## src/rtl/fsk_pkg.sv

```systemverilog
// fsk_pkg: shared state type and helpers for the M-ary FSK modulator
package fsk_pkg;
  typedef enum logic {IDLE, TX} state_t;
  function automatic logic [31:0] clamp1(input logic [31:0] v);
    return (v == 32'd0) ? 32'd1 : v;
  endfunction
  function automatic int unsigned tone_lsb(input int unsigned sym, input int unsigned w);
    return sym * w;
  endfunction
endpackage

```

## src/rtl/fsk_tone_gen.sv

```systemverilog
// fsk_tone_gen: phase-continuous square wave with a programmable half-period
module fsk_tone_gen #(
  parameter int HALF_W = 8
) (
  input  logic              clk,
  input  logic              rst,
  input  logic [HALF_W-1:0] half_q,
  input  logic              run,
  input  logic              force_low,
  output logic              dout
);
  logic [HALF_W-1:0] tone_cnt;
  logic wrap;
  assign wrap = tone_cnt >= half_q - 1'b1;
  always_ff @(posedge clk or negedge rst)
    if (!rst) begin
      tone_cnt <= '0;
      dout     <= 1'b0;
    end else if (force_low) begin
      tone_cnt <= '0;
      dout     <= 1'b0;
    end else if (run) begin
      tone_cnt <= wrap ? '0 : tone_cnt + 1'b1;
      dout     <= dout ^ wrap;
    end
endmodule

```

## src/rtl/fsk_mod_mary.sv

```systemverilog
// fsk_mod_mary: M-ary FSK modulator with valid/ready symbol input and phase-continuous tone switching
module fsk_mod_mary
  import fsk_pkg::*;
#(
  parameter int BITS_PER_SYM = 1,
  parameter int HALF_W       = 8,
  parameter int SYM_LEN_W    = 10
) (
  input  logic                                 clk,
  input  logic                                 rst,
  input  logic [(2**BITS_PER_SYM)*HALF_W-1:0]  tone_half_i,
  input  logic [SYM_LEN_W-1:0]                 sym_len_i,
  input  logic                                 s_valid,
  output logic                                 s_ready,
  input  logic [BITS_PER_SYM-1:0]              s_sym,
  output logic                                 dout,
  output logic                                 busy,
  output logic                                 eot
);
  state_t state;
  logic [SYM_LEN_W-1:0] sym_cnt, len_q, len_new;
  logic [HALF_W-1:0] half_q, half_new;
  logic last, accept, force_low;
  assign last      = (state == TX) && (sym_cnt == len_q - 1'b1);
  assign s_ready   = (state == IDLE) || last;
  assign accept    = s_valid && s_ready;
  assign force_low = (state == IDLE) || (last && !accept);
  assign half_new  = HALF_W'(clamp1(32'(tone_half_i >> tone_lsb(int'(s_sym), HALF_W))));
  assign len_new   = SYM_LEN_W'(clamp1(32'(sym_len_i)));
  always_ff @(posedge clk or negedge rst)
    if (!rst) begin
      state   <= IDLE;
      sym_cnt <= '0;
      len_q   <= '0;
      half_q  <= '0;
      busy    <= 1'b0;
      eot     <= 1'b0;
    end else begin
      eot <= 1'b0;
      if (accept) begin
        state   <= TX;
        busy    <= 1'b1;
        half_q  <= half_new;
        len_q   <= len_new;
        sym_cnt <= '0;
      end else if (last) begin
        state   <= IDLE;
        busy    <= 1'b0;
        eot     <= 1'b1;
        sym_cnt <= '0;
      end else if (state == TX) begin
        sym_cnt <= sym_cnt + 1'b1;
      end
    end
  fsk_tone_gen #(.HALF_W(HALF_W)) u_tone (
    .clk       (clk),
    .rst       (rst),
    .half_q    (half_q),
    .run       (state == TX),
    .force_low (force_low),
    .dout      (dout)
  );
endmodule

```

## config.mk

```make
export PLATFORM = sky130hd
export DESIGN_NAME = fsk_mod_mary
export DESIGN_NICKNAME = d
export VERILOG_FILES = /design/src/rtl/fsk_pkg.sv /design/src/rtl/fsk_tone_gen.sv /design/src/rtl/fsk_mod_mary.sv
export SDC_FILE = /design/constraint.sdc
export NUM_CORES = 1
export LEC_CHECK = 0
export CAP_MARGIN = 20
export CORE_MARGIN = 5
export CORE_UTILIZATION = 57
export DETAILED_ROUTE_END_ITERATION = 10
export GPL_ROUTABILITY_DRIVEN = 0
export PLACE_DENSITY = 0.79
export SYNTH_ARGS = -nofsm -noshare
export SYNTH_HDL_FRONTEND = slang
export SYNTH_SLANG_ARGS = --single-unit
```

## constraint.sdc

```tcl
create_clock -name clk -period 2.8 [get_ports clk]
set_input_delay 0.28 -clock clk [delete_from_list [all_inputs] [get_ports clk]]
set_output_delay 0.28 -clock clk [all_outputs]
set_load 0.01 [all_outputs]
```

==> results of run 1 <==
area by class of cell:
type	count	area [um2]
multi-input cells	291	2060
well taps	72	90.1
repair buffers	50	464
flip-flops and latches	39	976
clock buffers	5	68.8
inverters	9	33.8
fillers	433	1720
clock inverters	3	20.0
per-layer routing:
layer	GRT usage	up-vias	wire length (um)
met3	0.0373	13	457
met2	0.349	113	3630
met4	0.0705	0	129
li1	-	1440	-
met5	0	-	0
met1	0.309	1429	3590
power by group through the flow:
stage,Clock (W),Combinational (W),Sequential (W)
2_1_floorplan,0,0.000275,0.000705
3_3_place_gp,0,0.000380,0.000722
3_5_place_dp,0,0.000396,0.000725
4_1_cts,0.000385,0.000398,0.000713
5_1_grt,0.000413,0.000449,0.000726
6_report,0.000382,0.000395,0.000713
flip-flops by register name, indices dropped and copies added, names as in the netlist:
signal / flops
u_tone.tone_cnt: 8
sym_cnt: 10
eot: 1
state: 1
len_q: 10
u_tone.dout: 1
half_q: 8
kinds of logic (layout without fill, tap and decap cells):
family,count (synthesis),count (layout),share of synthesized area
XOR/XNOR,31,31,0.0861
flip-flops,39,39,0.310
multiplexers,7,7,0.0250
adder cells (fa/ha/maj),12,12,0.0476
AO/OA/AOI/OAI,79,79,0.193
AND/OR/NAND/NOR,162,162,0.283
buffers and inverters,37,67,0.0552
per-stage QoR:
stage          instance area, um2   util  hold WS [ps]
4_1_cts                      3700  0.680           134
3_5_place_dp                 3550  0.653           452
3_3_place_gp                 3550  0.653           454
6_report                     3720  0.683           102
5_1_grt                      3720  0.683           187
2_1_floorplan                3150      -         -15.6
what timing repair did:
action	CTS	global route
setup buffers	2	0
pin swaps	1	1
endpoints found under the setup margin	1	1
gates resized for setup	9	2
hold endpoints to repair	0	0
gates cloned	0	0
worst max-delay path, delay by kind of cell (launching register included):
kind,cells,cell delay [ps]
compound gates,2,320
buf+inv,2,330
flops,1,510
simple gates,3,970
layout by cell type, fill, tap and decap left out, types with 13 or more instances in the layout:
cell type,synthesis,layout
nor4_1,13,13
xnor2_1,18,18
xor2_1,13,13
clkdlybuf4s50_1,0,31
o21ai_0,18,18
dfrtp_1,39,39
nor2_1,17,17
nand3_1,32,32
nand2_1,40,40
buf_4,2,16
final timing paths:
| path | startpoint | cells past startpoint | to | slack, ps |
|---|---|---|---|---|
| setup reg to reg | len_q[2]$_DFFE_PN0P_ | 8 | sym_cnt[2]$_DFFE_PN0P_ | 310 |
| setup / recovery | len_q[2]$_DFFE_PN0P_ | 7 | s_ready | 100 |
| hold reg to reg | u_tone.tone_cnt[0]$_DFFE_PN0P_ | 1 | u_tone.tone_cnt[0]$_DFFE_PN0P_ | 580 |
| hold / removal | rst | 1 | half_q[3]$_DFFE_PN0P_ | 100 |
| max in group asynchronous | rst | 1 | sym_cnt[6]$_DFFE_PN0P_ | 2130 |
| min in group clk | u_tone.tone_cnt[0]$_DFFE_PN0P_ | 1 | u_tone.tone_cnt[0]$_DFFE_PN0P_ | 580 |
==> results.json, run 1 <==
{
  "synth_warnings": 0,
  "num_antenna_cells": 0,
  "required_ps": 2520,
  "finalHoldViolations": 0,
  "skew_ps": 11.6,
  "grt_pass1_wl_mm": 13.1,
  "synth_area_um2": 3150,
  "critical_path.max_fanout": 10,
  "num_io_pins": 34,
  "cts_tree": "done",
  "cp-start-kind": "flip-flop",
  "synth.distinct_cells": 51,
  "htree_levels": 2,
  "syn_inst": 367,
  "drc": 0,
  "ys_top_cells_by_count": "40 x nand2_1, 39 x dfrtp_1, 32 x nand3_1",
  "drt_wl_total_mm": 7.81,
  "finalSetupViolCount": 0,
  "drive_gt1_frac": 0.131,
  "switching_power_w": 0.000469,
  "dpl.cell_count": 459,
  "ant_nets": 0,
  "drtPass1Iterations": 5,
  "root_buffer": "clkbuf_8",
  "port-buffer-count": 33,
  "yosysSeqAreaShare": 0.310,
  "cts_hold_buf": 0,
  "track_usage": 0.221,
  "finalNonFillerCells": 469,
  "min_period_over_period": 0.963,
  "grt_start_max_net_pins": 40,
  "synth_top_area_share": 0.310,
  "syn-num-nets": 409,
  "start_util": 0.579,
  "grt_overflow": 0,
  "vdd.ir_drop.worst_v": 0.000270,
  "grt_pass1_vias": 2729,
  "pwr-share-seq": 0.479,
  "insertion_delay_ps": 300,
  "pwr-share-clk": 0.256,
  "dp_slack_ps": -18.6,
  "clock_sinks": 39,
  "syn_to_final_growth_pct": 17.9,
  "power_w": 0.00149,
  "maxCapViolCount": 0,
  "clkSlewWorstSetupHoldPaths_ps": 90,
  "synth-edff-count": 0,
  "hp-class": "input port to async pin",
  "dieHeight_um": 84.4,
  "min_period_ps": 2700,
  "swShare": 0.315,
  "core_area_um2": 5440,
  "synthArstFlopShare": 1.00,
  "slowest_stage": "dfrtp_1",
  "combPwrFrac": 0.265,
  "status": "complete, no violations",
  "dieArea_um2": 7120,
  "vias": 2995,
  "worstPathCellList": "nor3_2, and2_2, a21boi_2, or3_4, a31oi_4, inv_1, dlygate4sd2_1",
  "internal_power_w": 0.00102,
  "synth_most_common_cell": "nand2_1",
  "drt_iter0_drc": 206,
  "slew_headroom": 0.405,
  "critPathKind": "flip-flop to primary output",
  "vias_per_cell": 6.39,
  "die_w_um": 84.4,
  "hpwlAfterDp_mm": 5.32,
  "avgSynthCellArea_um2": 8.59,
  "ys_ff_latch": 39,
  "antenna_found_initial": 0,
  "slew_violations": 0,
  "setup_tns_ps": 0,
  "synth_top_cell_by_area": "dfrtp_1",
  "synth-main-ff-cell": "dfrtp_1",
  "end_kind": "primary output",
  "setup_slack_ps": 104,
  "p_leak_nw": 1.43,
  "timing.fmax_mhz": 371,
  "powerDensity_nw_per_um2": 401,
  "tightest_slew_ps": 892,
  "numCtsBuffers": 5,
  "critical_path.max_stage_delay_ps": 510,
  "placementRows": 27,
  "worstPathArrival_ps": 2420,
  "routedWlPerCell_um": 16.6,
  "final_nets": 438,
  "yosys-top-cells-area": "dfrtp_1 31%, nand3_1 5.1%, xnor2_1 5.0%",
  "clock_path_buffers": 2
}
(Power assumes the default switching activity.)
==> inputs of run 2 (changes only) <==
--- a/config.mk
+++ b/config.mk
@@ -6,7 +6,7 @@
 export NUM_CORES = 1
 export LEC_CHECK = 0
 export CAP_MARGIN = 20
-export CORE_MARGIN = 5
+export CORE_MARGIN = 8
 export CORE_UTILIZATION = 57
 export DETAILED_ROUTE_END_ITERATION = 10
 export GPL_ROUTABILITY_DRIVEN = 0
==> results.json, run 2 (synthesized netlist as in run 1, its figures left out) <==
{
  "setup_tns_ps": 0,
  "finalSetupViolCount": 0,
  "num_antenna_cells": 0,
  "drtPass1Iterations": 5,
  "port-buffer-count": 33,
  "fillers": 439,
  "dpl_cell_area_um2": 3540,
  "hpwlAfterDp_mm": 5.44,
  "required_ps": 2520,
  "maxCapViolCount": 0,
  "slew_violations": 0,
  "grt_overflow": 0,
  "finalHoldViolations": 0,
  "clkSlewWorstSetupHoldPaths_ps": 80,
  "slew_headroom": 0.418,
  "powerDensity_nw_per_um2": 430,
  "htree_levels": 2,
  "reg2regPathDepth": 8,
  "worst-path-buf-inv": 3,
  "final_cell_mix": "40 x nand2_1, 38 x dfrtp_1, 32 x nand3_1, 31 x clkdlybuf4s50_1",
  "min_period_ps": 2690,
  "dieHeight_um": 90.4,
  "grt_pass1_wl_mm": 13.5,
  "tightest_slew_ps": 873,
  "root_buffer": "clkbuf_8",
  "status": "complete, no violations",
  "skew_ps": 9.84,
  "min_period_over_period": 0.960,
  "worst_hold_slack_ps": 94.0,
  "core_area_um2": 5440,
  "cp-start-kind": "flip-flop",
  "placementRows": 27,
  "grt_start_max_net_pins": 40,
  "numCtsBuffers": 5,
  "cts_tree": "done",
  "p_leak_nw": 1.44,
  "timing.fmax_mhz": 372,
  "dieArea_um2": 8160,
  "largestRegisters": "len_q x10, sym_cnt x10",
  "layout_commonest_cell": "nand2_1",
  "cts_hold_buf": 0,
  "drc": 0,
  "drt_iter0_drc": 196,
  "routedWlPerCell_um": 16.9,
  "cp_top_family": "simple AND/OR/NAND/NOR gates",
  "rsz0062_at_grt": "no",
  "final_nets": 436,
  "path_depth": 9,
  "worstPathCellList": "inv_1, ha_4, nor4b_4, and3_1, a21boi_2, or3_1, a31oi_4, inv_1, dlygate4sd2_1",
  "vias": 3005,
  "drt_wl_total_mm": 7.88,
  "clock_path_buffers": 2,
  "slowest_stage": "or3_1",
  "grt_pass1_vias": 2909,
  "vdd.ir_drop.worst_v": 0.000271,
  "multiInputGateArea_um2": 2040,
  "critPathKind": "flip-flop to primary output",
  "setup_slack_ps": 113,
  "syn_to_final_growth_pct": 17.8,
  "ant_nets": 0,
  "die_w_um": 90.4,
  "dp_slack_ps": 58.8,
  "insertion_delay_ps": 300,
  "track_usage": 0.192,
  "end_kind": "primary output",
  "critical_path.max_stage_delay_ps": 420,
  "vias_per_cell": 6.43,
  "worstPathArrival_ps": 2410,
  "cpMostUsedCell": "inv_1",
  "start_util": 0.579,
  "critical_path.max_fanout": 7,
  "antenna_found_initial": 0,
  "ff_latch_area_um2": 977,
  "num_io_pins": 34,
  "fin_area_um2": 3710,
  "hp-class": "input port to async pin",
  "drive_gt1_frac": 0.119,
  "clock_sinks": 39
}
run 2: final cells by class:
cell class                      instances  share of cell area
Clock inverter                          2             0.00944
Sequential cell                        39               0.263
Tap cell                               72              0.0243
Timing Repair Buffer                   48               0.121
Inverter                                9             0.00910
Multi-Input combinational cell        291               0.551
Clock buffer                            6              0.0222
run 2: path summary, 6_finish.rpt:
check	slack (ps)	startpoint	end
max	110	len_q[0]$_DFFE_PN0P_	s_ready
min	90	rst	half_q[4]$_DFFE_PN0P_
min reg2reg	580	u_tone.tone_cnt[0]$_DFFE_PN0P_	u_tone.tone_cnt[0]$_DFFE_PN0P_
min in group clk	580	u_tone.tone_cnt[0]$_DFFE_PN0P_	u_tone.tone_cnt[0]$_DFFE_PN0P_
max reg2reg	320	len_q[0]$_DFFE_PN0P_	u_tone.tone_cnt[0]$_DFFE_PN0P_
max in group asynchronous	2100	rst	len_q[2]$_DFFE_PN0P_
run 2: report_power, final:
part	switching, W	internal, W
sequential	0.0000809	0.000633
combinational	0.000176	0.000214
clock	0.000203	0.000288
run 2: per-layer routing:
layer,global-route usage,wire (um)
met2,0.305,3740
met5,0,0
met1,0.255,3570
met4,0.0513,99
met3,0.0424,472
run 2: stage by stage:
step,total power [W],std cells,utilization
finish,0.00160,467,0.683
CTS,0.00160,467,0.679
floorplan,0.000979,367,-
detailed placement,0.00112,458,0.652
global placement,0.00110,458,0.652
global route,0.00170,467,0.683
run 2: what timing repair did:
action                                  CTS  global route
setup buffers                             1             0
endpoints found under the setup margin    1             1
pin swaps                                 1             0
gates resized for setup                   5             3
==> inputs of run 3 (changes only) <==
--- a/config.mk
+++ b/config.mk
@@ -7,10 +7,11 @@
 export LEC_CHECK = 0
 export CAP_MARGIN = 20
 export CORE_MARGIN = 8
-export CORE_UTILIZATION = 57
+export CORE_UTILIZATION = 60
 export DETAILED_ROUTE_END_ITERATION = 10
+export DONT_BUFFER_PORTS = 1
 export GPL_ROUTABILITY_DRIVEN = 0
-export PLACE_DENSITY = 0.79
+export PLACE_DENSITY = 0.75
 export SYNTH_ARGS = -nofsm -noshare
 export SYNTH_HDL_FRONTEND = slang
 export SYNTH_SLANG_ARGS = --single-unit
==> results.json, run 3 (synthesized netlist as in run 1, its figures left out) <==
{
  "status": "complete, no violations",
  "drtPass1Iterations": 5,
  "skew_ps": 15.2,
  "grt_start_max_net_pins": 40,
  "dieHeight_um": 88.5,
  "rsz0062_at_grt": "no",
  "grt_pass1_wl_mm": 13.2,
  "slowest_stage": "or4b_4",
  "root_buffer": "clkbuf_8",
  "core_area_um2": 5070,
  "min_period_ps": 2640,
  "ff_latch_area_um2": 976,
  "drc": 0,
  "setup_tns_ps": 0,
  "maxCapViolCount": 0,
  "final_nets": 398,
  "hpwlAfterDp_mm": 5.34,
  "finalHoldViolations": 0,
  "start_util": 0.621,
  "tightest_slew_ps": 548,
  "fillers": 432,
  "cp-start-kind": "flip-flop",
  "num_io_pins": 34,
  "critPathKind": "flip-flop to flip-flop",
  "final_cell_mix": "39 x nand2_1, 39 x dfrtp_1, 32 x nand3_1, 18 x xnor2_1, 18 x o21ai_0",
  "critical_path.max_fanout": 30,
  "drive_gt1_frac": 0.112,
  "vias": 2838,
  "ant_nets": 0,
  "hp-class": "input port to flip-flop",
  "clock_path_buffers": 2,
  "multiInputGateArea_um2": 2040,
  "drt_wl_total_mm": 7.73,
  "htree_levels": 2,
  "slew_headroom": 0.635,
  "cts_setup_buffers": 0,
  "num_antenna_cells": 0,
  "clkSlewWorstSetupHoldPaths_ps": 80,
  "largestRegisters": "len_q x10, sym_cnt x10",
  "finalNonFillerCells": 427,
  "routedWlPerCell_um": 18.1,
  "track_usage": 0.210,
  "grt_pass1_vias": 2832,
  "cts_tree": "done",
  "syn_to_final_growth_pct": 6.47,
  "numCtsBuffers": 5,
  "worstPathArrival_ps": 2820,
  "dpl_cell_area_um2": 3170,
  "clock_sinks": 39,
  "utilization": 0.661,
  "worst_hold_slack_ps": 60.1,
  "finalSetupViolCount": 0,
  "timing.fmax_mhz": 379,
  "worstPathCellList": "inv_1, ha_2, or4b_4, o21ai_1, a211o_1, and2_4, nor3_1, buf_4, o32ai_1",
  "vdd.ir_drop.worst_v": 0.000317,
  "powerDensity_nw_per_um2": 461,
  "dieArea_um2": 7830,
  "fin_area_um2": 3360,
  "vias_per_cell": 6.65,
  "die_w_um": 88.5,
  "min_period_over_period": 0.942,
  "required_ps": 2990,
  "grt_overflow": 0,
  "insertion_delay_ps": 300,
  "critical_path.max_stage_delay_ps": 480,
  "p_leak_nw": 1.28,
  "end_kind": "flip-flop",
  "port-buffer-count": 0,
  "drt_iter0_drc": 162,
  "antenna_found_initial": 0,
  "slew_violations": 0,
  "dpl.cell_count": 417,
  "placementRows": 26
}
==> run 3: path summary, 6_finish.rpt <==
check | start | endpoint | slack, ps | cells after the start
max in group asynchronous | rst | sym_cnt[0]$_DFFE_PN0P_ | 2130 | 2
min in group asynchronous | rst | half_q[0]$_DFFE_PN0P_ | 460 | 2
hold reg to reg | u_tone.tone_cnt[0]$_DFFE_PN0P_ | u_tone.tone_cnt[0]$_DFFE_PN0P_ | 560 | 1
hold / removal | s_valid | eot$_DFF_PN0_ | 60 | 1
setup reg to reg | len_q[0]$_DFFE_PN0P_ | sym_cnt[7]$_DFFE_PN0P_ | 160 | 9
setup / recovery | len_q[0]$_DFFE_PN0P_ | sym_cnt[7]$_DFFE_PN0P_ | 160 | 9
==> run 3: per-layer routing <==
layer | wire [um] | track usage | vias up | part of all wire
li1 | - | - | 1352 | -
met1 | 3180 | 0.254 | 1374 | 0.41
met2 | 4020 | 0.360 | 95 | 0.52
met3 | 365 | 0.0325 | 17 | 0.047
met4 | 162 | 0.0860 | 0 | 0.021
met5 | 0 | 0 | - | 0
==> run 3: final cells by class <==
| class | instances | area share |
|---|---|---|
| multi-input cells | 291 | 0.607 |
| well taps | 70 | 0.0261 |
| clock inverters | 2 | 0.0104 |
| clock buffers | 6 | 0.0246 |
| inverters | 9 | 0.0101 |
| repair buffers | 10 | 0.0306 |
| flip-flops and latches | 39 | 0.291 |
==> run 3: repair_timing <==
action / CTS / global route
hold buffers: 2 / 0
gates resized for setup: 3 / 3
endpoints found under the setup margin: 1 / 2
hold endpoints to repair: 39 / 0
gates cloned: 0 / 0
==> run 3: where the power goes <==
group / switching (W) / internal, W
Combinational: 0.000154 / 0.000172
Sequential: 0.0000847 / 0.000633
Clock: 0.000216 / 0.000289
==> run 3: critical path: cells and delay by family (launching register included) <==
kind / cells / cell delay (ps)
fa+ha+maj: 1 / 230
simple gates: 3 / 940
buf+inv: 2 / 290
flops: 1 / 430
compound gates: 3 / 620
==> run 3: metrics by stage <==
stage               setup WS (ps)  total power (W)
floorplan                     402         0.000979
global placement              303          0.00102
detailed placement            185          0.00104
CTS                          21.9          0.00155
global route                 21.7          0.00163
finish                        162          0.00155
==> patch 1 (config.mk and constraints of run 2) <==
Set the parameter `SYM_LEN_W` to 5 (it was 10).
--- a/src/rtl/fsk_mod_mary.sv
+++ b/src/rtl/fsk_mod_mary.sv
@@ -4,7 +4,7 @@
 #(
   parameter int BITS_PER_SYM = 1,
   parameter int HALF_W       = 8,
-  parameter int SYM_LEN_W    = 10
+  parameter int SYM_LEN_W    = 5
 ) (
   input  logic                                 clk,
   input  logic                                 rst,
Interface: changed (resized sym_len_i); port bits go from 34 to 29. No check against the original RTL was run, so the function may have changed too.
==> patch 1 against run 2 <==
Global-route usage shrank 4.0 points; synthesized area shrank 44%; wire length shrank 55%; highest routed layer unchanged; clock skew is essentially flat; power grew 51%; hold slack gained 0.21 ns; design area shrank 41%; setup slack gained 0.092 ns; sequential cell count shrank 10.
==> patch 1: results (changes against run 2) <==
clock skew = 0.009487 ns (-0.0003492 ns)
syn avg cell area = 10.38 um^2 (+21%)
VDD IR-drop max = 514.4 uV (+90%)
Slowest-stage cell, CP = clkdlybuf4s50_1
R2R Path Start = half_q[3]
overall global routing resource usage = 15.21% (-4.0 points)
CP peak stage delay = 0.58 ns (+0.16 ns)
share of the synthesized area in the top cell type = 41.37% (+10 points)
FILL cells = 220 (-50%)
post-synthesis mux area share = 10.63% (+8.1 points)
synth top area cells = dfrtp_1 (41%), ha_1 (8.6%), xor2_1 (6.0%)
Min Hold Slack = 0.3046 ns (+0.2106 ns)
largest net degree at the start of global routing = 30 (-25%)
Post-CTS Resized = 0 (-5)
post-DR vias/cell = 5.890 (-8.5%)
postcts setup bufs = 0 (-1)
synth unique cells = 38 (-25%)
RR Endpoint = u_tone.tone_cnt[5]
Net Count, Synth = 206 (-50%)
top flop regs = half_q: 8 flops, u_tone.tone_cnt: 8 flops
cell family with most CP delay = buffers and inverters
path depth of the worst reg2reg path = 10 (+2)
critical path arrival = 2.31 ns (-0.10 ns)
Setup WS post-layout = 0.2051 ns (+0.09193 ns)
number of global-route vias before repair = 1448 (-50%)
Post-Synth XOR/XNOR Area = 10.49% (+1.9 points)
PortBufs = 28 (-15%)
outcome = finished clean
placed insts = 228 (-50%)
Post-synth top cells = dfrtp_1 (29), nor2_1 (16), ha_1 (12), xor2_1 (12), mux2i_1 (10)
DP HPWL = 2837 um (-48%)
[patch 1: cell count changes after synthesis, sizes merged, moves of 15 or more]
cell    change
nand2      -31
nand3      -23
clkbuf     -18
o21ai      -15
[patch 1: worst max-delay path by stage]
stage / from / cells after the start / end
after floorplan: half_q[3] / 10 / u_tone.tone_cnt[2]
after global placement: half_q[2] / 10 / u_tone.tone_cnt[6]
after detailed placement: half_q[3] / 10 / u_tone.tone_cnt[6]
after CTS: len_q[0] / 6 / s_ready
after global routing: len_q[0] / 6 / s_ready
final: len_q[0] / 6 / s_ready
[patch 1: cell type report]
class / count / area [um^2] / share of cell area (%)
clock buffer: 5 / 37.54 / 1.725
clock inverter: 3 / 65.06 / 2.990
inverter: 7 / 26.28 / 1.208
multi-input combinational: 129 / 984.7 / 45.26
sequential: 29 / 725.7 / 33.35
tap: 33 / 41.29 / 1.898
timing repair buffer: 30 / 295.3 / 13.57
[patch 1: per-stage QoR]
stage          total power (uW)  cell area, um^2
4_1_cts                    2423             2176
6_report                   2410             2176
3_5_place_dp               1989             2073
2_1_floorplan              1662             1754
5_1_grt                    2602             2176
3_3_place_gp               1902             2073
[patch 1: power groups by stage]
stage / clock [uW] / combinational (uW) / sequential, uW
finish: 431 / 1140 / 840
floorplan: 0 / 871 / 792
global route: 452 / 1280 / 869
CTS: 435 / 1150 / 837
detailed placement: 0 / 1140 / 844
global placement: 0 / 1070 / 828
[patch 1: layer usage]
metal  share of wire (%)  vias up
met3                 7.1        6
li1                    -      671
met4                 1.5        0
met2                  48       45
met5                   0        -
met1                  44      668
[patch 1: cell families after synthesis]
group                      count (synthesis)
DFF                                       29
and+or+nand+nor                           51
AOI/OAI and AO/OA                         29
buffers and inverters                     11
adders and majority gates                 12
muxes                                     16
xor gates and xnor gates                  21
==> patch 2 (config.mk and constraints of run 2) <==
Made on the original files. Reset style: synchronous (`rst`), changed in 2 clocked blocks.
--- a/src/rtl/fsk_tone_gen.sv
+++ b/src/rtl/fsk_tone_gen.sv
@@ -12,7 +12,7 @@
   logic [HALF_W-1:0] tone_cnt;
   logic wrap;
   assign wrap = tone_cnt >= half_q - 1'b1;
-  always_ff @(posedge clk or negedge rst)
+  always_ff @(posedge clk)
     if (!rst) begin
       tone_cnt <= '0;
       dout     <= 1'b0;
--- a/src/rtl/fsk_mod_mary.sv
+++ b/src/rtl/fsk_mod_mary.sv
@@ -27,7 +27,7 @@
   assign force_low = (state == IDLE) || (last && !accept);
   assign half_new  = HALF_W'(clamp1(32'(tone_half_i >> tone_lsb(int'(s_sym), HALF_W))));
   assign len_new   = SYM_LEN_W'(clamp1(32'(sym_len_i)));
-  always_ff @(posedge clk or negedge rst)
+  always_ff @(posedge clk)
     if (!rst) begin
       state   <= IDLE;
       sym_cnt <= '0;
Function: differs if rst is asserted again (counterexample within 4 cycles, from zero or initial values and one cycle with rst low); with rst held inactive, the same outputs for 10 cycles.
==> patch 2 against run 2 <==
Sequential cell count unchanged; synthesized area down 22%; register-to-register slack lost 0.27 ns; critical path depth down 1; synthesized cell count decreased by 21%; maximum frequency down 3.9%; largest power group unchanged; sequential power down 16%; first-iteration DRC count fell by 33%; wire length shrank 23%; power is 13% lower; sequential share of layout area is 1.4 points lower; setup slack worse by 0.11 ns; design area down 15%.
==> patch 2: results (changes against run 2) <==
drt pass-1 iters = 4 (-1)
CLK BUF = 8 (+2)
largest net degree at the start of global routing = 38 (-5.0%)
Layout clock area frac = 3.186% (+0.018 points)
RR Endpoint = eot
Slowest-stage cell, CP = or4_4
routed vias = 2265 (-25%)
asr flop ratio synth = 0% (-100 points)
synth unique cells = 47 (-7.8%)
area of the multi-input gates = 0.001669 mm^2 (-18%)
Post-DP Area = 0.002965 mm^2 (-16%)
share of cells above drive strength 1 = 16.81% (+4.9 points)
DP Worst Slack = -0.1722 ns (-0.2310 ns)
critical path arrival = 2.52 ns (+0.11 ns)
FILL cells = 327 (-26%)
VDD IR-drop max = 247.5 uV (-8.7%)
DP HPWL = 4239 um (-22%)
fmax = 0.3576 GHz (-3.9%)
first-pass GRT wire length = 9949 um (-26%)
comb_multi_in = 230 (-21%)
overall global routing resource usage = 18.57% (-0.61 points)
R2R setup slack = 0.05 ns (-0.27 ns)
placed insts = 383 (-16%)
Area-dominant class = multi-input gates
Synth area leader = dfxtp_1
final cell count without fillers = 391 (-16%)
number of global-route vias before repair = 2244 (-23%)
leak pwr = 0.001264 uW (-12%)
Non-clock buffer share = 15.73% (+3.6 points)
routed wire length = 6039 um (-23%)
min-delay worst type = register to register
inverter count = 8 (-1)
outcome = finished clean
CP peak stage delay = 0.54 ns (+0.12 ns)
Net Count, Synth = 331 (-19%)
synth warn = 0 (unchanged)
worst slew pin tran = 0.5593 ns (-0.3136 ns)
syn avg cell area = 8.555 um^2 (-0.38%)
Post-synth top cells = nand2_1 (47), dfxtp_1 (39), mux2i_1 (19)
sequential cell area share = 24.93% (-1.4 points)
drt first-iter violations = 131 (-33%)
R2R Path Start = len_q[1]
# diodes = 0 (unchanged)
clock skew = 0.002522 ns (-0.007315 ns)
Non-clk bufs = 54 (+13%)
Crit Path Max Fanout = 3 (-4)
[patch 2: cell count changes in the layout (fill, tap and decap cells not counted), sizes merged, moves of 9 or more]
cell           run 2  this run
dfrtp             39         0
a222oi            10         0
o32ai              9         0
nand3             32        10
dfxtp              0        39
and2              10         0
mux2i              0        19
o21ai             21         7
[patch 2: power breakdown]
part	leakage [uW]	internal (uW)	switching (uW)
logic	0.000894	192	175
clock network	0.0000515	225	196
registers	0.000318	576	26.7
[patch 2: stage by stage]
stage	hold WS [ns]	util (%)
after CTS	0.4769	72.56
after floorplan	0.3497	-
after global placement	0.4566	69.54
after detailed placement	0.4671	69.54
after global routing	0.4919	73.68
final	0.4746	73.68
[patch 2: worst max-delay path: cells and delay by family (launching register included)]
family                 cells  cell delay [ns]
buffers and inverters      3             0.42
AND/OR/NAND/NOR            3             1.18
flip-flops                 1             0.33
AO/OA/AOI/OAI              2             0.27
[patch 2: logic make-up (layout without fill, tap and decap cells)]
logic type / Yosys count / count (layout) / share of synthesized area, %
fa+ha+maj: 12 / 12 / 6.073
simple gates: 131 / 131 / 27.83
xor+xnor: 32 / 32 / 11.34
flops: 39 / 39 / 31.58
mux: 25 / 25 / 10.42
compound gates: 30 / 30 / 9.109
buf+inv: 20 / 70 / 3.644
[patch 2: timing repair]
action	4_1_cts	5_1_grt
endpoints found under the setup margin	1	23
pin swaps	1	7
buffers inserted	0	1
gates resized for setup	12	11
[patch 2: routing by layer]
| metal | part of all wire (%) | GRT usage [%] |
|---|---|---|
| met5 | 0 | 0 |
| met3 | 5.8 | 4.048 |
| met4 | 2.7 | 7.719 |
| met2 | 46 | 30.15 |
| met1 | 45 | 23.19 |
